`src/rtl/ode_memory_loader.sv`:
```
// ode_memory_loader: streams N, tolerance, step, x0[N], x1[N] into the ODE working memory.
// Accepted word is written one cycle later; in_ready only in load states, stalls hold state.
// Optional trailing checksum word is enabled by `define LOADER_CHECKSUM_EN.
module ode_memory_loader #(
  parameter int WORD_SIZE         = 16,
  parameter int ADDRESS_WIDTH     = 4,
  parameter int N_ADDRESS         = 5,
  parameter int TOLERANCE_ADDRESS = 6,
  parameter int STEP_ADDRESS      = 7
) (
  input  logic                     clk,
  input  logic                     rst,
  input  logic                     start,
  input  logic [ADDRESS_WIDTH-1:0] x0_address,
  input  logic [ADDRESS_WIDTH-1:0] x1_address,
  input  logic                     in_valid,
  input  logic [WORD_SIZE-1:0]     in_data,
  output logic                     in_ready,
  output logic                     mem_we,
  output logic [ADDRESS_WIDTH-1:0] mem_address,
  output logic [WORD_SIZE-1:0]     mem_data,
  output logic                     busy,
  output logic                     done,
  output logic                     error_format,
  output logic                     error_checksum
);

  localparam int WS = WORD_SIZE;
  localparam int AW = ADDRESS_WIDTH;
  localparam int CW = AW + 1;
  localparam logic [WS:0]   SPACE    = (WS+1)'(2**AW);
  localparam logic [AW-1:0] N_ADDR   = AW'(N_ADDRESS);
  localparam logic [AW-1:0] TOL_ADDR = AW'(TOLERANCE_ADDRESS);
  localparam logic [AW-1:0] STP_ADDR = AW'(STEP_ADDRESS);

  typedef enum logic [3:0] {
    S_IDLE,
    S_HDR_N,
    S_HDR_TOL,
    S_HDR_STEP,
    S_X0,
    S_X1,
`ifdef LOADER_CHECKSUM_EN
    S_CSUM,
`endif
    S_DONE,
    S_ERR
  } state_t;

  state_t          state;
  logic [AW-1:0]   x0_base;
  logic [AW-1:0]   x1_base;
  logic [AW-1:0]   ptr;
  logic [CW-1:0]   cnt;
  logic [CW-1:0]   n_q;
  logic [WS-1:0]   sum;
  logic            xfer;
  logic            sum_en;
  logic [WS:0]     n_ext;
  logic [WS:0]     x0_room;
  logic [WS:0]     x1_room;
  logic            n_legal;

  assign busy     = (state != S_IDLE) && (state != S_DONE) && (state != S_ERR);
  assign in_ready = busy;
  assign xfer     = in_valid & in_ready;

  // Room left above each base, computed one bit wider than a word so nothing wraps.
  assign n_ext   = {1'b0, in_data};
  assign x0_room = SPACE - {{(WS+1-AW){1'b0}}, x0_base};
  assign x1_room = SPACE - {{(WS+1-AW){1'b0}}, x1_base};
  assign n_legal = (n_ext != '0) && (n_ext <= x0_room) && (n_ext <= x1_room);

`ifdef LOADER_CHECKSUM_EN
  logic csum_err;
  assign error_checksum = csum_err;
  assign sum_en = xfer && (state != S_CSUM);
`else
  assign error_checksum = 1'b0;
  assign sum_en = xfer;
`endif

  always_ff @(posedge clk or negedge rst) begin
    if (!rst) begin
      state        <= S_IDLE;
      x0_base      <= '0;
      x1_base      <= '0;
      ptr          <= '0;
      cnt          <= '0;
      n_q          <= '0;
      sum          <= '0;
      mem_we       <= 1'b0;
      mem_address  <= '0;
      mem_data     <= '0;
      done         <= 1'b0;
      error_format <= 1'b0;
`ifdef LOADER_CHECKSUM_EN
      csum_err     <= 1'b0;
`endif
    end else begin
      mem_we <= 1'b0;
      if (sum_en) sum <= sum + in_data;
      case (state)
        S_IDLE, S_DONE, S_ERR: begin
          if (start) begin
            x0_base      <= x0_address;
            x1_base      <= x1_address;
            done         <= 1'b0;
            error_format <= 1'b0;
`ifdef LOADER_CHECKSUM_EN
            csum_err     <= 1'b0;
`endif
            sum          <= '0;
            state        <= S_HDR_N;
          end
        end
        S_HDR_N: begin
          if (xfer) begin
            if (n_legal) begin
              mem_we      <= 1'b1;
              mem_address <= N_ADDR;
              mem_data    <= in_data;
              cnt         <= in_data[CW-1:0];
              n_q         <= in_data[CW-1:0];
              state       <= S_HDR_TOL;
            end else begin
              error_format <= 1'b1;
              state        <= S_ERR;
            end
          end
        end
        S_HDR_TOL: begin
          if (xfer) begin
            mem_we      <= 1'b1;
            mem_address <= TOL_ADDR;
            mem_data    <= in_data;
            state       <= S_HDR_STEP;
          end
        end
        S_HDR_STEP: begin
          if (xfer) begin
            mem_we      <= 1'b1;
            mem_address <= STP_ADDR;
            mem_data    <= in_data;
            ptr         <= x0_base;
            state       <= S_X0;
          end
        end
        S_X0: begin
          if (xfer) begin
            mem_we      <= 1'b1;
            mem_address <= ptr;
            mem_data    <= in_data;
            ptr         <= ptr + 1'b1;
            cnt         <= cnt - 1'b1;
            if (cnt == CW'(1)) begin
              cnt   <= n_q;
              ptr   <= x1_base;
              state <= S_X1;
            end
          end
        end
        S_X1: begin
          if (xfer) begin
            mem_we      <= 1'b1;
            mem_address <= ptr;
            mem_data    <= in_data;
            ptr         <= ptr + 1'b1;
            cnt         <= cnt - 1'b1;
            if (cnt == CW'(1)) begin
`ifdef LOADER_CHECKSUM_EN
              state <= S_CSUM;
`else
              done  <= 1'b1;
              state <= S_DONE;
`endif
            end
          end
        end
`ifdef LOADER_CHECKSUM_EN
        // The checksum word is compared against the sum of every earlier word and never stored.
        S_CSUM: begin
          if (xfer) begin
            if (in_data == sum) begin
              done  <= 1'b1;
              state <= S_DONE;
            end else begin
              csum_err <= 1'b1;
              state    <= S_ERR;
            end
          end
        end
`endif
        default: state <= S_IDLE;
      endcase
    end
  end

endmodule

```
`config.mk`:
```
export PLATFORM = sky130hd
export DESIGN_NAME = ode_memory_loader
export DESIGN_NICKNAME = d
export VERILOG_FILES = /design/src/rtl/ode_memory_loader.sv
export SDC_FILE = /design/constraint.sdc
export NUM_CORES = 1
export LEC_CHECK = 0
export CAP_MARGIN = 15
export CELL_PAD_IN_SITES_DETAIL_PLACEMENT = 0
export CELL_PAD_IN_SITES_GLOBAL_PLACEMENT = 1
export CORE_MARGIN = 10
export CORE_UTILIZATION = 30
export CTS_BUF_LIST = sky130_fd_sc_hd__clkbuf_8
export DETAILED_ROUTE_END_ITERATION = 6
export PLACE_DENSITY = 0.67
export SKIP_LAST_GASP = 1
export SYNTH_ARGS = -nofsm -noshare
export SYNTH_HDL_FRONTEND = slang
export SYNTH_SLANG_ARGS = --single-unit
```
`constraint.sdc`:
```
create_clock -name clk -period 3.3 [get_ports clk]
set_clock_uncertainty 0.15 [all_clocks]
set_input_delay 0.66 -clock clk [delete_from_list [all_inputs] [get_ports clk]]
set_output_delay 0.66 -clock clk [all_outputs]
set_load 0.05 [all_outputs]
```
=== Yosys cells after proc, flatten, opt, wreduce, memory -nomap -nowiden ===
Index checks and enable logic that the tools add are counted.

* $add $sub $neg: 4
* $mul: 0
* Divide/modulo/power cells: 0
* Order comparisons: 2
* Equal/unequal tests: 22
* Shift operators: 0
* Muxes and demuxes: 42
* Bitwise gates (word level): 1
* Reduce and logical (&&, ||, !) cells: 25

{| class="wikitable"
|+ Operator list
! cell !! count
|-
| $mux W4 || 17
|-
| $mux W16 || 3
|-
| $le A16 B17 Y1 || 2
|-
| $pmux W16 S2 || 1
|-
| $mux W5 || 5
|-
| $pmux W4 S6 || 1
|-
| $ne A2 B2 Y1 const B || 10
|-
| $reduce_bool A17 Y1 || 1
|-
| $eq A4 B3 Y1 const B || 4
|-
| $pmux W4 S4 || 1
|-
| $reduce_and A4 Y1 || 4
|-
| $pmux W5 S3 || 1
|-
| $pmux W4 S3 || 1
|-
| $sub A5 B4 Y6 const A || 2
|-
| $eq A4 B2 Y1 const B || 2
|-
| $mux W1 || 8
|-
| $ne A4 B3 Y1 const B || 2
|-
| $reduce_and A8 Y1 || 1
|-
| $reduce_bool A4 Y1 || 2
|-
| $pmux W1 S2 || 3
|-
| $reduce_and A6 Y1 || 1
|-
| $reduce_bool A2 Y1 || 3
|-
| $reduce_bool A3 Y1 || 2
|-
| $eq A5 B1 Y1 const B || 1
|-
| other kinds (14) || 18
|}

* Register bits: 49
* Bits in latches: 0
* Memory bits (writable): 0
* Bits in read-only memories: 0
* Output and inout bits: 26
* Logic and storage cells: 107
* Memories kept: 0

=== Longest topological paths before layout ===
Gate-level depths: netlist (run 1).

* Depth in word-level cells: 7
* Gate-level depth with buffers: 11
* Gate-level depth less buffers: 10

=== Worst setup path after synthesis (run 1) ===
Ideal clock, no wire load.

* Kind: flip-flop to flip-flop
* Start point: register x1_base[0]
* End point: register mem_data[10]
* Data arrival time: 2.908 ns
* Slack: 0.116 ns
* Cell stages (with the launch flop): 12
* Clock period less this slack: 3.184 ns
* Cells stage by stage: dfrtp_1 inv_1 ha_1 or3b_2 ha_1 and3_1 a211oi_1 a32o_1 nand4_4 a31oi_4 buf_6 mux2_4

* Cells in the longest elaborated chain, start to end: 5

{| class="wikitable"
|+ Ends and longest elaborated chain
! what !! RTL line !! text
|-
| start, declared || 52 || <nowiki>logic [AW-1:0] x1_base;</nowiki>
|-
| start signal, assigned || 107 || <nowiki>x1_base <= x1_address;</nowiki>
|-
| $sub A5 B4 Y6 || 71 || <nowiki>assign x1_room = SPACE - {{(WS+1-AW){1'b0}}, x1_base};</nowiki>
|-
| $le A16 B17 Y1 || 72 || <nowiki>assign n_legal = (n_ext != '0) && (n_ext <= x0_room) && (n_ext <= x1_room);</nowiki>
|-
| $logic_and A1 B1 Y1 || 72 ||
|-
| $ne A2 B2 Y1 (no source line) || -- ||
|-
| $reduce_and A4 Y1 (no source line) || -- ||
|-
| end signal, assigned || 122 || <nowiki>mem_data <= in_data;</nowiki>
|-
| end signal, assigned || 136 || <nowiki>mem_data <= in_data;</nowiki>
|-
| end signal, assigned || 144 || <nowiki>mem_data <= in_data;</nowiki>
|-
| end, declared || 21 || <nowiki>output logic [WORD_SIZE-1:0] mem_data,</nowiki>
|}

No other way between the ends.
A chain may end at the register's enable or synchronous reset.

=== Final worst setup path (run 1) ===
* Start point: register x1_base[0]
* End point: register mem_data[7]

Same word-level chain as after synthesis.

==> results of run 1 <==
## per-stage QoR
| step | worst slack [ns] | instance area (µm²) | total power [µW] |
|---|---|---|---|
| floorplan | 0.1165 | 2759 | 2663 |
| global placement | -0.04691 | 3491 | 3368 |
| detailed placement | -0.1295 | 3491 | 3393 |
| CTS | 0.01209 | 3622 | 3876 |
| global route | 0.009439 | 3725 | 4231 |
| finish | 0.1282 | 3725 | 3927 |
## area by class of cell
type                    count  area [µm²]
repair buffers             74       740.7
clock buffers               7       96.34
well taps                 108       135.1
clock inverters             1       30.03
fillers                   865        5124
multi-input cells         180        1461
flip-flops and latches     48        1201
inverters                  16       60.06
## power breakdown
group	leakage (µW)	internal, µW	switching, µW	total, µW
clock network	0.0000645	267	197	465
logic	0.000966	1050	1360	2400
registers	0.000582	851	208	1060
## registers in the layout, indices dropped and copies added (netlist names)
register,count
cnt,5
mem_address,4
mem_data,16
x1_base,4
state,3
ptr,4
error_format,1
n_q,5
done,1
x0_base,4
mem_we,1
## per-layer routing
layer	up-vias	global-route usage	wire length, µm
met2	25	0.1801	3425
met1	1001	0.1413	3360
met3	7	0.02016	185
met4	0	0.03753	99
met5	-	0	0
li1	1059	-	-
## cell usage after synthesis, types with 4 or more instances
cell type / count / share of area
dfrtp_1: 48 / 0.44
mux2_2: 25 / 0.10
nand2_1: 18 / 0.024
o21ai_0: 17 / 0.031
inv_1: 16 / 0.022
ha_1: 15 / 0.068
a21oi_1: 11 / 0.020
nor3_1: 10 / 0.018
nor2_1: 9 / 0.012
mux2_4: 8 / 0.044
xor2_1: 6 / 0.019
clkbuf_1: 5 / 0.0068
a211oi_1: 4 / 0.011
nand3_1: 4 / 0.0073
## cell usage in the layout, fill, tap and decap left out, types with 3 or more instances in the layout
| cell type | n |
|---|---|
| inv_1 | 15 |
| nor2_1 | 9 |
| nor2b_1 | 3 |
| nand2_1 | 18 |
| dfrtp_1 | 48 |
| nor3b_1 | 3 |
| and3_1 | 3 |
| xor2_1 | 6 |
| nand2b_1 | 3 |
| nand3_1 | 4 |
| clkdlybuf4s50_1 | 51 |
| mux2_2 | 25 |
| buf_4 | 18 |
| clkbuf_8 | 7 |
| mux2_4 | 8 |
| mux2i_1 | 3 |
| a21oi_1 | 11 |
| o21ai_0 | 16 |
| a211oi_1 | 3 |
| nor3_1 | 10 |
| ha_1 | 13 |
## worst max-delay path by stage
stage	start	to	slack [ns]	cells after the start
global placement	in_data[3]	mem_data[2]	-0.05	9
detailed placement	in_data[3]	n_q[1]	-0.13	9
CTS	x1_base[0]	mem_data[6]	0.01	11
finish	x1_base[0]	mem_data[7]	0.13	11
global route	x0_base[1]	mem_data[12]	0.009	11
floorplan	x1_base[0]	mem_data[10]	0.12	11
## logic make-up after synthesis
kind of cell    count (synthesis)  share of synthesized area
compound gates                 52                     0.1261
xor+xnor                        7                    0.02222
fa+ha+maj                      15                    0.06803
buf+inv                        27                    0.04580
flops                          48                     0.4354
mux                            36                     0.1565
other cells                     1                   0.001359
simple gates                   69                     0.1447
## worst max-delay path, stage by stage, from the launching register on
cell and delay (ns):
dfrtp_1 0.40, inv_2 0.08, ha_2 0.18, or3b_2 0.49, ha_4 0.24, and3_1 0.15, a211oi_2 0.20, a32o_2 0.20
nand4_4 0.12, a31oi_4 0.33, clkbuf_16 0.23, mux2_4 0.30
## timing repair
item / CTS / global route
pin swaps: 0 / 2
setup buffers: 0 / 1
gates resized for setup: 1 / 7
gates cloned: 0 / 2
setup endpoints to repair: 3 / 24
==> results.toml, run 1 <==
[synth]
netlist_instances = 255
syn_area_um2 = 2759
synth_nets = 298
syn_avg_cell_area_um2 = 10.82
yosysSeqAreaShare = 0.4354
synth-edff-count = 0
ys_seq_elements = 48
yosysWarnings = 0
ys_types = 50
synthArstFlopShare = 1.000
synth_ff_type = "dfrtp_1"

[power]
powerDensity_nw_per_um2 = 1054
peakVddDrop_mv = 0.4312
leakage_uw = 0.001613

[cts]
clk_pin_slew_ns = 0.09
cts_buffers = 5
ctsHoldBuffers = 0
cts_buffer_depth = 2
cts.htree.levels = 2
cts.sinks = 48
worstSkewPairLatency_ns = 0.30
cts_tree = "built"
cts-root-buf = "clkbuf_8"

[flow_run]
drv_cap = 0

[sta]
hold_viol = 0
rsz0062_at_grt = "no"
max_freq_mhz = 315.3
finalCritPeriodShare = 0.9612
setup_viol = 0
setup_tns_ns = 0
fin_hold_ws_ns = 0.1965
worst_slew_pin_slew_ns = 0.6000
finalCriticalPeriod_ns = 3.172
finalMaxSlewViolations = 0
max_slew_margin = 0.6000

[final_layout]
instances_no_fill = 434
drive_gt1_frac = 0.2515
n_antenna_cell = 0
fin_util = 0.4210
fin_nets = 368
synthToLayoutAreaGrowth_pct = 35.01

[floorplan]
rows = 34
fp.coreArea_um2 = 8848
die_w_um = 115.9
die_area_um2 = 13430
start_util = 0.3118
ios = 54
die_h_um = 115.9

[global_routing]
grt_max_degree = 49
track_usage = 0.1096
grt_pass1_vias = 2199
antenna_found_initial = 0
grt_pass1_wl_mm = 11.78
grt_overflow = 0

[placement]
gp_congestion = 0.8264
place_inst = 422
io_buffers = 52
dp_hpwl_mm = 5.447

[setup_path]
required_ns = 3.34
critical_path_class = "flop to flop"
rr_startpoint = "x1_base[0]"
rr_worst_depth = 11
timing.rr.end = "mem_data[7]"
crit_path_end_kind = "flop"
arrival_ns = 3.21
rrSetupSlack_ns = 0.13
worstPathMaxFanout = 8
cp-start-kind = "flop"

[drt]
final_antenna_net_count = 0
drt_wl_total_mm = 7.070
wire_per_inst_um = 16.29
drt_pass1_iterations = 6
vias_per_cell = 4.820
vias = 2092
drtIter0Drc = 92
drc = 0

[hold_path]
hp-class = "input port to asynchronous set/reset pin"

[outcome]
outcome = "finished clean"
Note: power is estimated with default switching activity, not from simulation.
==> inputs of run 2 (changes only) <==
- CAP_MARGIN: 15 -> default
==> run 2 against run 1 <==
Sequential power barely moved; non-clock buffer count is 1 lower; cell area decreased by 0.54%; wire length barely moved; core utilization decreased by 0.23 points; largest power group unchanged.
==> results.toml, run 2 (synthesis gave the netlist of run 1 again) <==
[drt]
drtIter0Drc = 63
vias_per_cell = 4.850
final_antenna_net_count = 0
wire_per_inst_um = 16.31
vias = 2100
drt_pass1_iterations = 6
drt_wl_total_mm = 7.064
drc = 0

[floorplan]
fp.coreArea_um2 = 8848
ios = 54
die_h_um = 115.9
die_w_um = 115.9
die_area_um2 = 13430
rows = 34
start_util = 0.3118

[final_layout]
synthToLayoutAreaGrowth_pct = 34.29
fin_area_um2 = 3705
top_register = "mem_data"
drive_gt1_frac = 0.2492
final_cell_mix = "clkdlybuf4s50_1 (51), dfrtp_1 (48), mux2_2 (25)"
n_antenna_cell = 0
final_common_cell = "clkdlybuf4s50_1"
reg_top3 = "mem_data x16, cnt x5, n_q x5"
largest_reg_flops = 16
fin_nets = 367

[sta]
max_slew_margin = 0.2759
hold_viol = 0
worst_slew_pin_slew_ns = 1.086
setup_tns_ns = 0
rsz0062_at_grt = "no"
finalCriticalPeriod_ns = 3.175
finalMaxSlewViolations = 0
max_freq_mhz = 315.0
setup_viol = 0
finalCritPeriodShare = 0.9621
fin_hold_ws_ns = 0.3638

[cts]
cts-root-buf = "clkbuf_8"
cts.htree.levels = 2
cts_tree = "built"
cts_buffer_depth = 2
cts.sinks = 48
clk_pin_slew_ns = 0.09
worstSkewPairLatency_ns = 0.30
cts_buffers = 5

[setup_path]
crit_path_end_kind = "flop"
crit_chain = "inv_2 -> ha_2 -> or3b_2 -> ha_4 -> and3_1 -> a211oi_2 -> a32o_2 -> nand4_4 -> a31oi_4 -> clkbuf_16 -> mux2_4"
cp-start-kind = "flop"
arrival_ns = 3.22
critPathMaxStageDelay_ns = 0.49
worstPathMaxFanout = 8
required_ns = 3.34
critical_path_class = "flop to flop"
critPathSlowestCell = "or3b_2"

[global_routing]
grt_pass1_vias = 2199
grt_max_degree = 49
track_usage = 0.1096
antenna_found_initial = 0
grt_overflow = 0
grt_pass1_wl_mm = 11.78

[outcome]
outcome = "finished clean"

[power]
peakVddDrop_mv = 0.4119
leakage_uw = 0.001603
powerDensity_nw_per_um2 = 1060

[placement]
dp_hpwl_mm = 5.447
io_buffers = 52
place_area_um2 = 3491
gp_congestion = 0.8264

[flow_run]
drv_cap = 0

[hold_path]
hp-class = "flop to flop"
## run 2: worst max-delay path: cells and delay by family, from the launching register on
family	cells	cell delay [ns]
adder cells (fa/ha/maj)	2	0.42
multiplexers	1	0.30
AO/OA/AOI/OAI	3	0.73
buffers and inverters	2	0.31
AND/OR/NAND/NOR	3	0.76
flip-flops	1	0.40
## run 2: through the flow
step	util	setup WS, ns	std cells	total power [µW]
3_3_place_gp	0.3945	-0.04691	422	3368
2_1_floorplan	-	0.1165	255	2663
3_5_place_dp	0.3945	-0.1295	422	3393
4_1_cts	0.4094	0.01209	430	3876
5_1_grt	0.4187	0.009439	433	4229
6_report	0.4187	0.1251	433	3926
## run 2: final timing paths
path                             from            to  slack, ns  cells past startpoint
max in group asynchronous         rst        ptr[3]       1.93                      1
max reg2reg                x1_base[0]   mem_data[7]       0.13                     11
min                              done          done       0.36                      1
min in group asynchronous         rst  mem_data[13]       0.41                      1
min reg2reg                      done          done       0.36                      1
max                        x1_base[0]   mem_data[7]       0.13                     11
## run 2: final cells by class
cell class,instances,area (µm²)
well taps,108,135.1
flip-flops and latches,48,1201
repair buffers,73,720.7
clock buffers,7,96.34
multi-input cells,180,1461
clock inverters,1,30.03
fillers,868,5144
inverters,16,60.06
## run 2: what timing repair did
| action | 4_1_cts | 5_1_grt |
|---|---|---|
| hold buffers | 0 | 0 |
| resized for setup | 1 | 7 |
| setup buffers | 0 | 1 |
| cloned | 0 | 2 |
| endpoints found under the setup margin | 3 | 24 |
| pin swaps | 0 | 2 |
| endpoints found under the hold margin | 0 | 0 |
## run 2: routing by layer
layer | vias to the layer above | GRT usage | routed length (µm)
met4 | 0 | 0.03753 | 99
met2 | 27 | 0.1801 | 3386
li1 | 1059 | - | -
met3 | 7 | 0.02016 | 192
met1 | 1007 | 0.1413 | 3385
met5 | - | 0 | 0
## run 2: where the power goes
group / leakage, µW / switching, µW / internal [µW]
clock: 0.0000645 / 198 / 268
sequential: 0.000582 / 209 / 851
combinational: 0.000956 / 1360 / 1040
total: 0.00160 / 1760 / 2160
